`config.mk`:
```
export PLATFORM = sky130hd
export DESIGN_NAME = lever_accel_frontend
export DESIGN_NICKNAME = d
export VERILOG_FILES = /design/src/rtl/lever_accel_frontend.sv
export SDC_FILE = /design/constraint.sdc
export NUM_CORES = 1
export LEC_CHECK = 0
export ABC_AREA = 1
export CORE_MARGIN = 2
export CORE_UTILIZATION = 60
export DETAILED_ROUTE_END_ITERATION = 7
export PLACE_DENSITY_LB_ADDON = 0.3
export SLEW_MARGIN = 0
export SYNTH_ARGS = -nofsm -noshare
export SYNTH_HDL_FRONTEND = slang
export SYNTH_SLANG_ARGS = --single-unit
```
`constraint.sdc`:
```
create_clock -name i_clock -period 8.1 [get_ports i_clock]
set_input_delay 1.62 -clock i_clock [delete_from_list [all_inputs] [get_ports i_clock]]
set_output_delay 1.62 -clock i_clock [all_outputs]
set_load 0.01 [all_outputs]
```
`src/rtl/lever_accel_frontend.sv`:
```
// Lever acceleration front end for the pendulum simulator.
// On each sim tick it snapshots the lever ADC words, the enable mask and the
// pendulum position. It then fetches gravity for the wrapped position and adds
// every enabled lever, scaled to PF 16.16 step/clock. The saturated total is
// presented with a one-cycle valid strobe.
//
// state  | meaning
// -------+------------------------------------------------------------
// IDLE   | waiting for sim tick; results held
// ADDR   | register wrapped gravity ROM address from latched position
// GRAV   | load accumulator with sign-extended gravity word
// MAC    | one lever channel per cycle through the shared multiplier
// DONE   | clamp accumulator to 32 bits, present result with valid
module lever_accel_frontend #(
  parameter int          N_LEVERS      = 2,
  parameter int          ADC_BITS      = 16,
  parameter logic [23:0] SCALE_K       = 24'h801A36,
  parameter int          SCALE_SHIFT   = 10,
  parameter int          STEPS_PER_REV = 3200,
  parameter int          ROM_ADDR_BITS = 12
) (
  input  logic                         i_clock,
  input  logic                         i_reset,
  input  logic                         i_sim_tick,
  input  logic [N_LEVERS*ADC_BITS-1:0] i_lever_bits,
  input  logic [N_LEVERS-1:0]          i_lever_enable,
  input  logic [15:0]                  i_current_pos,
  output logic [ROM_ADDR_BITS-1:0]     o_gravity_rom_addr,
  input  logic [31:0]                  i_gravity_data,
  output logic [31:0]                  o_accel_out,
  output logic                         o_accel_valid,
  output logic                         o_busy,
  output logic                         o_sat_flag,
  output logic                         o_overrun
);

  localparam int ACC_W  = 48;
  localparam int PROD_W = ADC_BITS + 25;
  localparam int CHAN_W = (N_LEVERS > 1) ? $clog2(N_LEVERS) : 1;

  localparam logic [CHAN_W-1:0]       LAST_CHAN = CHAN_W'(N_LEVERS - 1);
  localparam logic signed [16:0]      STEPS_S   = 17'(STEPS_PER_REV);
  // Scale factor is unsigned; a zero sign bit keeps the multiply signed.
  localparam logic signed [24:0]      K_S       = {1'b0, SCALE_K};
  localparam logic signed [ACC_W-1:0] ACC_MAX   = 48'sh0000_7FFF_FFFF;
  localparam logic signed [ACC_W-1:0] ACC_MIN   = 48'shFFFF_8000_0000;

  typedef enum logic [2:0] {
    S_IDLE,
    S_ADDR,
    S_GRAV,
    S_MAC,
    S_DONE
  } state_t;

  state_t r_state;
  state_t w_next_state;

  logic [N_LEVERS*ADC_BITS-1:0] r_lever_bits;
  logic [N_LEVERS-1:0]          r_lever_en;
  logic signed [15:0]           r_pos;
  logic [CHAN_W-1:0]            r_chan;
  logic signed [ACC_W-1:0]      r_acc;
  logic [ROM_ADDR_BITS-1:0]     r_rom_addr;
  logic [31:0]                  r_accel_out;
  logic                         r_sat;
  logic                         r_overrun;

  logic signed [16:0]           w_pos_ext;
  logic [ROM_ADDR_BITS-1:0]     w_addr_wrapped;
  logic signed [ADC_BITS-1:0]   w_lever;
  logic signed [PROD_W-1:0]     w_prod;
  logic signed [PROD_W-1:0]     w_scaled;
  logic signed [ACC_W-1:0]      w_mac_term;
  logic signed [ACC_W-1:0]      w_grav_ext;
  logic [31:0]                  w_clamp;
  logic                         w_sat;
  logic                         w_last_chan;

  assign w_pos_ext   = 17'(r_pos);
  assign w_lever     = r_lever_bits[r_chan*ADC_BITS +: ADC_BITS];
  assign w_prod      = PROD_W'(w_lever) * PROD_W'(K_S);
  // Arithmetic shift floors toward -inf, matching the simulator's fixed-point model.
  assign w_scaled    = w_prod >>> SCALE_SHIFT;
  assign w_mac_term  = ACC_W'(w_scaled);
  assign w_grav_ext  = ACC_W'($signed(i_gravity_data));
  assign w_last_chan = (r_chan == LAST_CHAN);

  // Single-correction wrap of the latched position into one revolution.
  always_comb begin
    w_addr_wrapped = ROM_ADDR_BITS'(w_pos_ext);
    if (w_pos_ext < 17'sd0) begin
      w_addr_wrapped = ROM_ADDR_BITS'(w_pos_ext + STEPS_S);
    end else if (w_pos_ext >= STEPS_S) begin
      w_addr_wrapped = ROM_ADDR_BITS'(w_pos_ext - STEPS_S);
    end
  end

  // Saturate the 48-bit accumulator to a signed 32-bit result.
  always_comb begin
    w_clamp = r_acc[31:0];
    w_sat   = 1'b0;
    if (r_acc > ACC_MAX) begin
      w_clamp = 32'h7FFF_FFFF;
      w_sat   = 1'b1;
    end else if (r_acc < ACC_MIN) begin
      w_clamp = 32'h8000_0000;
      w_sat   = 1'b1;
    end
  end

  // FSM state register.
  always_ff @(posedge i_clock) begin
    if (i_reset) begin
      r_state <= S_IDLE;
    end else begin
      r_state <= w_next_state;
    end
  end

  // Next-state and output decode; DONE forwards the clamped value so data and valid coincide.
  always_comb begin
    w_next_state  = r_state;
    o_busy        = (r_state != S_IDLE);
    o_accel_valid = 1'b0;
    o_accel_out   = r_accel_out;
    o_sat_flag    = r_sat;
    case (r_state)
      S_IDLE: begin
        if (i_sim_tick) begin
          w_next_state = S_ADDR;
        end
      end
      S_ADDR: begin
        w_next_state = S_GRAV;
      end
      S_GRAV: begin
        w_next_state = S_MAC;
      end
      S_MAC: begin
        if (w_last_chan) begin
          w_next_state = S_DONE;
        end
      end
      S_DONE: begin
        w_next_state  = S_IDLE;
        o_accel_valid = 1'b1;
        o_accel_out   = w_clamp;
        o_sat_flag    = w_sat;
      end
      default: begin
        w_next_state = S_IDLE;
      end
    endcase
  end

  // Input snapshot, address, accumulator and held result registers.
  always_ff @(posedge i_clock) begin
    if (i_reset) begin
      r_lever_bits <= '0;
      r_lever_en   <= '0;
      r_pos        <= '0;
      r_chan       <= '0;
      r_acc        <= '0;
      r_rom_addr   <= '0;
      r_accel_out  <= '0;
      r_sat        <= 1'b0;
    end else begin
      case (r_state)
        S_IDLE: begin
          if (i_sim_tick) begin
            r_lever_bits <= i_lever_bits;
            r_lever_en   <= i_lever_enable;
            r_pos        <= $signed(i_current_pos);
            r_chan       <= '0;
          end
        end
        S_ADDR: begin
          r_rom_addr <= w_addr_wrapped;
        end
        S_GRAV: begin
          r_acc <= w_grav_ext;
        end
        S_MAC: begin
          if (r_lever_en[r_chan]) begin
            r_acc <= r_acc + w_mac_term;
          end
          if (!w_last_chan) begin
            r_chan <= r_chan + CHAN_W'(1);
          end
        end
        S_DONE: begin
          r_accel_out <= w_clamp;
          r_sat       <= w_sat;
        end
        default: begin
        end
      endcase
    end
  end

  // Sticky flag for a tick that arrives while a computation is in flight.
  always_ff @(posedge i_clock) begin
    if (i_reset) begin
      r_overrun <= 1'b0;
    end else if (i_sim_tick && (r_state != S_IDLE)) begin
      r_overrun <= 1'b1;
    end
  end

  assign o_gravity_rom_addr = r_rom_addr;
  assign o_overrun          = r_overrun;

endmodule

```
==> metrics.md <==
| Metric | Value |
|---|---|
| Status | `finished, final reports clean` |
| H-tree depth | `4` |
| Critical path's slowest cell | `fa_1` |
| Clk Latency, worst-skew pair | `0.45 ns` |
| Startpoint Class | `flop` |
| Hold crit path type | `reg2reg` |
| Layout area overhead | `15.9%` |
| Period utilization | `96.1%` |
| Clk_skew | `0.0181 ns` |
| Number of global-route vias before repair | `14,500` |
| Clock Root Buffer | `clkbuf_16` |
| Distinct cells, synth | `48` |
| Antenna diode count | `0` |
| Clock slew at reported path FFs | `0.07 ns` |
| Adder-Cell Fraction of Synth Area | `25.5%` |
| Filler cells | `2,103` |
| Crit path largest cell delay | `0.54 ns` |
| GR Util All Layers | `36.2%` |
| RSZ-0062 raised after global routing | `yes` |
| Mux cell area share after synthesis | `0%` |
| Fin cells | `2,711` |
| Post-synthesis simple-gate area fraction | `20.0%` |
| Max-cap violations | `0` |
| Data required, critical path | `8.39 ns` |
| Leakage | `0.00877 µW` |
| Die height | `164 µm` |
| CP max FO | `19` |
| Iter 0 DRT Violations | `1,467` |
| Cell Area, Placed | `0.0170 mm²` |
| WS Path Type | `reg2reg` |
| Hold Fails Final Rpt | `0` |
| Largest net degree at the start of global routing | `112` |
| Netlist Area Pre-Place | `0.0153 mm²` |
| CTS Buf Count | `17` |
| Post-DP HPWL | `39,000 µm` |
| Total area of sequential cells | `0.00296 mm²` |
| Fraction of layout cells with a size suffix above 1 | `4.91%` |
| DR pass1 iterations | `7` |
| Aggregate routed wire length | `49,900 µm` |
| Residual DRC count | `0` |
| IO Port Bufs | `132` |
| CTS tree | `done` |
| Initial Util | `60.9%` |
| Min Tclk post-route | `7.78 ns` |
| Post-synth EDFFs | `0` |
| Wirelength per Cell | `18.4 µm` |
| Min Hold Slack | `0.449 ns` |
| Syn avg cell area | `6.79 µm²` |
| Fin nets | `2,730` |
| Crit-path most repeated cell | `nand2_1` |
| Global route overflow | `0` |
| Finish-stage setup viols | `0` |
| Flop and latch count out of synthesis | `148` |
| Prevailing post-synth register cell | `dfxtp_1` |
| Post-layout util | `70.5%` |
| Most frequent cells in the layout | `inv_1, nand2_1, a21oi_1, ha_1, nor2_1` |
| Initial antenna violation count | `0` |
| Crit path buf inv count | `6` |
| Cell area after layout | `0.0177 mm²` |
| CP top delay family | `adder cells` |
| Fmax | `0.129 GHz` |
| Hold bufs inserted after CTS | `0` |
| Via density | `5.78` |
| Maximum VDD drop | `0.431 mV` |
| Main combinational cell family by area after synthesis | `adder cells` |
| Area occupied by multi-input gates | `0.0106 mm²` |
| Placed cells | `2,678` |
| Core Region | `0.0251 mm²` |
| ANT nets after route | `0` |
| Synth Area in XOR/XNOR | `3.15%` |
| First-pass GRT wire length | `75,700 µm` |
| Ys async rst share | `0%` |
| IO Pins | `133` |
| PwrDens | `458 mW/mm²` |
| Synth Area in Compound Gates | `19.8%` |
| Max-slew violations | `0` |
| CP Capture Type | `flop` |
| Vias | `15,700` |
| Clock Sinks | `148` |
| Die W | `164 µm` |
| Worst slew pin tran | `1.05 ns` |
| Mapped Cells | `2,251` |
| Arrival @ worst endpoint | `8.07 ns` |
| Register area share after synthesis | `19.4%` |
| Total Die Area | `0.0268 mm²` |
| Rows | `58` |
| Max-slew headroom | `29.9%` |
| Post-Syn Nets | `2,612` |
| CTS max path bufs | `2` |
| Synth Warn # | `0` |
| Commonest non-fill, non-tap cell in the layout | `inv_1` |
| GPL Wtd Cong | `1.01` |
[sequential cells by signal, indices dropped and copies added (netlist names)]
register            cells
o_gravity_rom_addr     12
o_overrun               1
r_acc                  48
r_accel_out            32
r_chan                  1
r_lever_bits           32
r_lever_en              2
r_pos                  16
r_sat                   1
r_state                 3
[worst min-delay path, delay by kind of cell (launching register included)]
| kind | cells | cell delay, ns |
|---|---|---|
| AOI/OAI and AO/OA | 1 | 0.05 |
| DFF | 1 | 0.31 |
| buffers and inverters | 1 | 0.05 |
[what timing repair did]
item / in CTS / in global routing
gates resized for setup: 5 / 32
pin swaps: 0 / 2
cloned: 0 / 1
setup buffers: 0 / 1
setup endpoints to repair: 9 / 31
[cell usage after synthesis (24+ instances only)]
library cell	number	area share (%)
fa_1	60	7.9
nand4_1	24	0.98
nand2_1	385	9.5
xor2_1	34	1.9
dfxtp_1	148	19
nor2_1	202	5.0
nand3_1	71	2.3
o21ai_0	196	6.4
inv_1	427	10
ha_1	216	18
o21a_1	41	2.0
a21oi_1	225	7.4
clkbuf_1	48	1.2
[power by group]
group | switching, µW | leakage, µW | internal [µW]
sequential | 89.2 | 0.00121 | 824
clock | 403 | 0.000267 | 432
combinational | 4190 | 0.00729 | 2170
total | 4680 | 0.00877 | 3430
[layout make-up]
class / instances / area share [%]
clock buffer: 17 / 2.40
clock inverter: 14 / 0.791
inverter: 430 / 9.12
multi-input combinational: 1611 / 59.8
sequential: 148 / 16.7
tap: 330 / 2.33
timing repair buffer: 161 / 8.86
[stage by stage]
stage                     power, µW  setup TNS [ns]  setup slack [ns]
final                          8110               0             0.318
after global placement         6870          -0.298            -0.163
after CTS                      7920               0            0.0380
after detailed placement       6980           -1.07            -0.252
after global routing           8750          -0.134           -0.0429
after floorplan                5240               0             0.650
[layer usage]
layer	track usage [%]	up-vias	part of all wire, %
li1	-	7525	-
met4	9.33	0	2.3
met2	58.1	780	45
met5	0	-	0
met1	49.6	7278	43
met3	7.49	95	9.8
[final timing paths]
path | depth (start not counted) | startpoint | slack (ns) | endpoint
min reg2reg | 2 | r_lever_bits[3] | 0.45 | r_lever_bits[3]
min | 2 | r_lever_bits[3] | 0.45 | r_lever_bits[3]
max | 35 | r_chan | 0.32 | r_acc[39]
max reg2reg | 35 | r_chan | 0.32 | r_acc[39]
[kinds of logic after synthesis]
logic type                 count (synthesis)
AOI/OAI and AO/OA                        543
DFF                                      148
adders and majority gates                276
and+or+nand+nor                          737
xor gates and xnor gates                  55
buffers and inverters                    492
Power figures use the tool's default switching activity.
